[config.mk]
export PLATFORM = sky130hd
export DESIGN_NAME = friscv_axi_id_or_tracker
export DESIGN_NICKNAME = d
export VERILOG_FILES = /design/src/rtl/friscv_axi_id_or_tracker.sv
export SDC_FILE = /design/constraint.sdc
export NUM_CORES = 1
export LEC_CHECK = 0
export BUFFER_PORTS_ARGS = -buffer_cell sky130_fd_sc_hd__buf_2
export CAP_MARGIN = 20
export CORE_MARGIN = 3
export CORE_UTILIZATION = 58
export CTS_CLUSTER_SIZE = 25
export DETAILED_ROUTE_END_ITERATION = 10
export GPL_ROUTABILITY_DRIVEN = 1
export GPL_TIMING_DRIVEN = 0
export PLACE_DENSITY = 0.86
export SETUP_SLACK_MARGIN = 0.05
export SYNTH_ARGS = -nofsm -noshare
export SYNTH_HDL_FRONTEND = slang
export SYNTH_SLANG_ARGS = --single-unit
export TNS_END_PERCENT = 5
[constraint.sdc]
create_clock -name aclk -period 4.2 [get_ports aclk]
set_input_delay 0.42 -clock aclk [delete_from_list [all_inputs] [get_ports aclk]]
set_output_delay 0.42 -clock aclk [all_outputs]
set_load 0.03 [all_outputs]
[src/rtl/friscv_axi_id_or_tracker.sv]
// ----------------------------------------------------------------------------
// friscv_axi_id_or_tracker
//
// Per-ID AXI4 outstanding-request tracker for a master port. Each accepted
// AW/AR request bumps a per-ID counter. The counter is released by the
// matching B response, or by the last R beat for reads. Per-ID full/pending
// flags let the master throttle issuance. Running totals and sticky
// overflow/underflow flags flag protocol abuse.
//
// Ports
//   aclk, aresetn, srst      clock, async active-low reset, sync reset
//   aw*/b*                   write request / response handshakes and IDs
//   ar*/r*, rlast            read request / data handshakes, IDs, last beat
//   err_clr                  one-cycle clear of the sticky error flags
//   wr_/rd_or_full           per-ID count == MAX_OR
//   wr_/rd_pending           per-ID count != 0
//   waiting_wr/rd_cpl        any ID pending
//   wr_/rd_or_total          sum of the per-ID counts
//   wr_/rd_ovf, wr_/rd_udf   sticky overflow / underflow
// ----------------------------------------------------------------------------

// ----------------------------------------------------------------------------
// friscv_axi_id_or_cnt: one saturating up/down counter for a single ID.
// An increment and a decrement in the same cycle cancel out. A blocked
// increment (count at MAX_OR) reports ovf. A blocked decrement (count at 0)
// reports udf. The *_eff outputs mark the events that actually moved the
// count, so the totals can follow the counters exactly.
//   inc, dec            request / release for this ID this cycle
//   cnt                 registered count
//   inc_eff, dec_eff    count actually moves up / down this cycle
//   ovf, udf            blocked event this cycle (combinational)
// ----------------------------------------------------------------------------
module friscv_axi_id_or_cnt #(
    parameter int MAX_OR = 8,
    parameter int CNT_W  = 4
) (
    input  logic             aclk,
    input  logic             aresetn,
    input  logic             srst,
    input  logic             inc,
    input  logic             dec,
    output logic [CNT_W-1:0] cnt,
    output logic             inc_eff,
    output logic             dec_eff,
    output logic             ovf,
    output logic             udf
);

    localparam logic [CNT_W-1:0] MAX_C = CNT_W'(MAX_OR);

    logic at_max;
    logic at_zero;

    assign at_max  = (cnt == MAX_C);
    assign at_zero = (cnt == '0);

    assign inc_eff = inc & ~dec & ~at_max;
    assign dec_eff = dec & ~inc & ~at_zero;
    assign ovf     = inc & ~dec &  at_max;
    assign udf     = dec & ~inc &  at_zero;

    always_ff @(posedge aclk or negedge aresetn) begin
        if (!aresetn)     cnt <= '0;
        else if (srst)    cnt <= '0;
        else if (inc_eff) cnt <= cnt + CNT_W'(1);
        else if (dec_eff) cnt <= cnt - CNT_W'(1);
    end

endmodule

// ----------------------------------------------------------------------------
// friscv_axi_id_or_dir: tracking for one direction (write or read).
// It holds the array of per-ID counters, the total and the sticky error
// flags. At most one increment and one decrement reach a direction per
// cycle, so the total moves by at most one.
//   inc_vld/inc_id      accepted request and its ID
//   dec_vld/dec_id      completed transaction and its ID
//   or_full, pending    per-ID decode of the registered counts
//   waiting             any ID pending
//   or_total            sum of counts
//   ovf, udf            sticky error flags
// ----------------------------------------------------------------------------
module friscv_axi_id_or_dir #(
    parameter        NAME     = "OR_Tracker",
    parameter        DIR      = "write",
    parameter int    MAX_OR   = 8,
    parameter int    AXI_ID_W = 2,
    parameter int    NB_ID    = 2**AXI_ID_W,
    parameter int    CNT_W    = $clog2(MAX_OR+1),
    parameter int    TOT_W    = $clog2(NB_ID*MAX_OR+1)
) (
    input  logic                aclk,
    input  logic                aresetn,
    input  logic                srst,
    input  logic                inc_vld,
    input  logic [AXI_ID_W-1:0] inc_id,
    input  logic                dec_vld,
    input  logic [AXI_ID_W-1:0] dec_id,
    input  logic                err_clr,
    output logic [NB_ID-1:0]    or_full,
    output logic [NB_ID-1:0]    pending,
    output logic                waiting,
    output logic [TOT_W-1:0]    or_total,
    output logic                ovf,
    output logic                udf
);

    localparam logic [CNT_W-1:0] MAX_C = CNT_W'(MAX_OR);

    logic [NB_ID-1:0][CNT_W-1:0] cnt;
    logic [NB_ID-1:0]            inc_eff;
    logic [NB_ID-1:0]            dec_eff;
    logic [NB_ID-1:0]            ovf_id;
    logic [NB_ID-1:0]            udf_id;
    logic                        tot_inc;
    logic                        tot_dec;
    logic                        ovf_ev;
    logic                        udf_ev;

    for (genvar i = 0; i < NB_ID; i++) begin : g_id
        friscv_axi_id_or_cnt #(
            .MAX_OR (MAX_OR),
            .CNT_W  (CNT_W)
        ) u_cnt (
            .aclk    (aclk),
            .aresetn (aresetn),
            .srst    (srst),
            .inc     (inc_vld & (inc_id == AXI_ID_W'(i))),
            .dec     (dec_vld & (dec_id == AXI_ID_W'(i))),
            .cnt     (cnt[i]),
            .inc_eff (inc_eff[i]),
            .dec_eff (dec_eff[i]),
            .ovf     (ovf_id[i]),
            .udf     (udf_id[i])
        );

        assign or_full[i] = (cnt[i] == MAX_C);
        assign pending[i] = (cnt[i] != '0);
    end

    assign waiting = |pending;
    assign tot_inc = |inc_eff;
    assign tot_dec = |dec_eff;
    assign ovf_ev  = |ovf_id;
    assign udf_ev  = |udf_id;

    // An increment and a decrement on different IDs leave the total as is.
    always_ff @(posedge aclk or negedge aresetn) begin
        if (!aresetn) begin
            or_total <= '0;
        end else if (srst) begin
            or_total <= '0;
        end else if (tot_inc && !tot_dec) begin
            or_total <= or_total + TOT_W'(1);
        end else if (tot_dec && !tot_inc) begin
            or_total <= or_total - TOT_W'(1);
        end
    end

    // A new error in the same cycle beats err_clr, so the error is not lost.
    always_ff @(posedge aclk or negedge aresetn) begin
        if (!aresetn) begin
            ovf <= 1'b0;
            udf <= 1'b0;
        end else if (srst) begin
            ovf <= 1'b0;
            udf <= 1'b0;
        end else begin
            if (ovf_ev)       ovf <= 1'b1;
            else if (err_clr) ovf <= 1'b0;
            if (udf_ev)       udf <= 1'b1;
            else if (err_clr) udf <= 1'b0;
        end
    end

`ifndef SYNTHESIS
    always @(posedge aclk) begin
        if (aresetn && !srst) begin
            if (ovf_ev) $display("%s: %s overflow, id mask %b", NAME, DIR, ovf_id);
            if (udf_ev) $display("%s: %s underflow, id mask %b", NAME, DIR, udf_id);
        end
    end
`endif

endmodule

// ----------------------------------------------------------------------------
// Top: the write and read trackers run fully independently.
// ----------------------------------------------------------------------------
module friscv_axi_id_or_tracker #(
    parameter     NAME     = "OR_Tracker",
    parameter int MAX_OR   = 8,
    parameter int AXI_ID_W = 2
) (
    input  logic                                       aclk,
    input  logic                                       aresetn,
    input  logic                                       srst,
    input  logic                                       awvalid,
    input  logic                                       awready,
    input  logic [AXI_ID_W-1:0]                        awid,
    input  logic                                       bvalid,
    input  logic                                       bready,
    input  logic [AXI_ID_W-1:0]                        bid,
    input  logic                                       arvalid,
    input  logic                                       arready,
    input  logic [AXI_ID_W-1:0]                        arid,
    input  logic                                       rvalid,
    input  logic                                       rready,
    input  logic [AXI_ID_W-1:0]                        rid,
    input  logic                                       rlast,
    input  logic                                       err_clr,
    output logic [2**AXI_ID_W-1:0]                     wr_or_full,
    output logic [2**AXI_ID_W-1:0]                     rd_or_full,
    output logic [2**AXI_ID_W-1:0]                     wr_pending,
    output logic [2**AXI_ID_W-1:0]                     rd_pending,
    output logic                                       waiting_wr_cpl,
    output logic                                       waiting_rd_cpl,
    output logic [$clog2((2**AXI_ID_W)*MAX_OR+1)-1:0]  wr_or_total,
    output logic [$clog2((2**AXI_ID_W)*MAX_OR+1)-1:0]  rd_or_total,
    output logic                                       wr_ovf,
    output logic                                       wr_udf,
    output logic                                       rd_ovf,
    output logic                                       rd_udf
);

    friscv_axi_id_or_dir #(
        .NAME     (NAME),
        .DIR      ("write"),
        .MAX_OR   (MAX_OR),
        .AXI_ID_W (AXI_ID_W)
    ) u_wr (
        .aclk     (aclk),
        .aresetn  (aresetn),
        .srst     (srst),
        .inc_vld  (awvalid & awready),
        .inc_id   (awid),
        .dec_vld  (bvalid & bready),
        .dec_id   (bid),
        .err_clr  (err_clr),
        .or_full  (wr_or_full),
        .pending  (wr_pending),
        .waiting  (waiting_wr_cpl),
        .or_total (wr_or_total),
        .ovf      (wr_ovf),
        .udf      (wr_udf)
    );

    // Only the last beat of a read burst releases its ID.
    friscv_axi_id_or_dir #(
        .NAME     (NAME),
        .DIR      ("read"),
        .MAX_OR   (MAX_OR),
        .AXI_ID_W (AXI_ID_W)
    ) u_rd (
        .aclk     (aclk),
        .aresetn  (aresetn),
        .srst     (srst),
        .inc_vld  (arvalid & arready),
        .inc_id   (arid),
        .dec_vld  (rvalid & rready & rlast),
        .dec_id   (rid),
        .err_clr  (err_clr),
        .or_full  (rd_or_full),
        .pending  (rd_pending),
        .waiting  (waiting_rd_cpl),
        .or_total (rd_or_total),
        .ovf      (rd_ovf),
        .udf      (rd_udf)
    );

endmodule

==> impl_metrics.py <==
metrics = {
    "floorplanning": {
        "row_count": 29,
        "top_level_ports": 55,
        "coreArea_um2": 6390,
        "die_x_um": 87.6,
        "die_area_um2": 7670,
        "initial_core_util_pct": 60.5,
        "dieHeight_um": 87.6,
    },
    "sta": {
        "period_needed_ns": 3.48,
        "finalHoldViolCount": 0,
        "tightest_slew_ns": 0.959,
        "clock_skew_ns": 0.00554,
        "fmax_mhz": 287,
        "finalSetupViolCount": 0,
        "finalCritPeriodShare_pct": 82.9,
        "setup_tns_ns": 0,
        "finalMaxSlewViolations": 0,
        "slew_headroom_pct": 35.5,
        "rsz0062_at_grt": "false",
        "worst_slack_ns": 0.718,
    },
    "synthesis": {
        "synth_top_area_cell": "dfrtp_1",
        "synth_warnings": 0,
        "synth_cells": 393,
        "synth_edf_count": 0,
        "synth_nets": 448,
        "netlist.area_leader.share_pct": 31.1,
        "synth_area_um2": 3860,
        "ys_types": 66,
        "synth_area_leaders": "dfrtp_1 31%, ha_1 7.8%, fa_1 5.2%",
        "postSynthAreaPerCell_um2": 9.82,
        "async_flop_share_pct": 100,
        "synth_seq_area_share_pct": 31.1,
        "synth-main-ff-cell": "dfrtp_1",
        "ys_ff_latch": 48,
    },
    "critical_path": {
        "cp-end-kind": "register",
        "setup.worst_path.start_class": "register",
        "criticalPathCategory": "reg -> reg",
        "cp_max_fo": 13,
        "cp_data_required_time_ns": 4.40,
        "critPathArrivalTime_ns": 3.68,
    },
    "global_route": {
        "grt-ovfl-total": 0,
        "grt_pass1_wl_mm": 14.3,
        "grt_max_degree": 49,
        "antenna_found_initial": 0,
        "grt_usage_pct": 23.2,
        "grt_pass1_vias": 3210,
    },
    "cells_and_area": {
        "layout_common_cells": "53 x buf_2, 51 x nor2_1, 48 x dfrtp_1",
        "fin_area_um2": 4360,
        "instances_no_fill": 531,
        "final_common_cell": "buf_2",
        "drive_gt1_share_pct": 24.4,
        "final_nets": 508,
        "syn2layout_area_growth_pct": 12.9,
        "diodes": 0,
    },
    "status": {
        "status": "complete, no violations",
    },
    "power": {
        "p_leak_nw": 2.18,
        "power_per_cell_area_nw_per_um2": 334,
        "ir_drop_uv": 240,
    },
    "clock_tree": {
        "numCtsBuffers": 5,
        "cts_root_buf": "clkbuf_8",
        "path_clk_slew_ns": 0.09,
        "cts.sinks": 48,
        "cts_hold_buf": 0,
        "cts_resized": 0,
        "postCtsSetupRepairBufs": 0,
        "clock_path_buffers": 2,
        "clk_latency_ns": 0.31,
        "cts_tree": "yes",
        "htreeDepth": 2,
    },
    "routing": {
        "drc": 0,
        "vias": 3169,
        "vias_per_cell": 5.97,
        "drt_iter0_drc": 183,
        "wire_per_inst_um": 16.0,
        "drt_first_pass_iters": 5,
        "drtAntennaViolNets": 0,
        "drt_wl_total_mm": 8.52,
    },
    "worst_hold_path": {
        "hold_class": "in -> async",
    },
    "placement": {
        "pre_cts_ws_ns": 0.665,
        "detailed_place.area_um2": 4220,
        "gp_congestion": 0.847,
        "dp_hpwl_mm": 6.37,
        "numPortBuffers": 52,
        "dp_cells": 522,
    },
    "job": {
        "drv_cap": 0,
    },
}
path summary, 6_finish.rpt:
| kind | startpoint | endpoint | slack [ns] | cells past startpoint |
|---|---|---|---|---|
| setup reg to reg | u_wr.g_id[2].u_cnt.cnt[1] | u_wr.or_total[5] | 0.72 | 13 |
| hold / removal | aresetn | u_rd.g_id[1].u_cnt.cnt[2] | 0.06 | 1 |
| min in group aclk | bid[0] | u_wr.udf | 0.48 | 4 |
| max in group asynchronous | aresetn | u_wr.g_id[2].u_cnt.cnt[1] | 3.62 | 2 |
| setup / recovery | u_wr.g_id[2].u_cnt.cnt[1] | u_wr.or_total[5] | 0.72 | 13 |
| hold reg to reg | u_rd.or_total[2] | u_rd.or_total[2] | 0.58 | 2 |
report_power, final:
group | internal [W] | total, W | leakage [nW] | switching [W]
combinational | 0.000219 | 0.000536 | 1.46 | 0.000316
clock | 0.000195 | 0.000361 | 0.0614 | 0.000166
sequential | 0.000501 | 0.000560 | 0.655 | 0.0000583
total | 0.000916 | 0.00146 | 2.18 | 0.000541
registers in the layout, summed over array words and instances, names as in the netlist:
| register | cells |
|---|---|
| u_wr.or_total | 6 |
| u_wr.udf | 1 |
| u_rd.or_total | 6 |
| u_rd.ovf | 1 |
| u_wr.g_id.u_cnt.cnt | 16 |
| u_wr.ovf | 1 |
| u_rd.udf | 1 |
| u_rd.g_id.u_cnt.cnt | 16 |
Yosys cell counts (all sizes together) (12+ instances only):
cell type	count
nor4	15
xnor2	15
nand2	13
a21oi	25
mux2i	12
inv	27
nor3	14
xor2	15
a21o	13
nor2	52
dfrtp	48
ha	24
layout make-up:
type                       instances  area [µm²]
fill                             506        2030
multi-input combinational        300        2440
buffer                            16         106
clock buffer                       6        82.6
tap                               77        96.3
timing repair buffer              53         280
clock inverter                     2        38.8
inverter                          29         109
sequential                        48        1200
worst max-delay path, cell delays in order, from the launching register on:
cell	delay (ns)
dfrtp_1	0.47
nor4_2	0.49
inv_1	0.13
nand3b_1	0.10
a21boi_0	0.13
or3_1	0.36
buf_6	0.16
ha_1	0.27
a21o_1	0.18
a21oi_1	0.23
o21bai_1	0.10
a21oi_1	0.20
mux2i_1	0.23
mux2_1	0.34
stage by stage:
stage,total power [W],utilization [%],hold WS (ns)
2_1_floorplan,0.000963,-,0.124
3_3_place_gp,0.00108,66.0,0.533
3_5_place_dp,0.00110,66.0,0.553
4_1_cts,0.00146,67.9,0.357
5_1_grt,0.00154,68.3,0.0797
6_report,0.00146,68.3,0.0555
kinds of logic (layout without fill, tap and decap cells):
kind of cell	Yosys count	in the layout	share of synthesized area (%)
AND/OR/NAND/NOR	151	151	26.3
AO/OA/AOI/OAI	69	69	12.2
flip-flops	48	48	31.1
buffers and inverters	45	106	5.57
adder cells (fa/ha/maj)	34	34	13.0
XOR/XNOR	30	30	7.29
multiplexers	16	16	4.57
layer usage:
| metal | up-vias | part of all wire [%] | GRT usage [%] |
|---|---|---|---|
| li1 | 1528 | - | - |
| met5 | - | 0 | 0 |
| met3 | 20 | 3.7 | 3.29 |
| met4 | 0 | 2.5 | 7.95 |
| met2 | 79 | 49 | 38.3 |
| met1 | 1542 | 45 | 31.4 |
No activity file was read; power rests on OpenSTA's default activity.
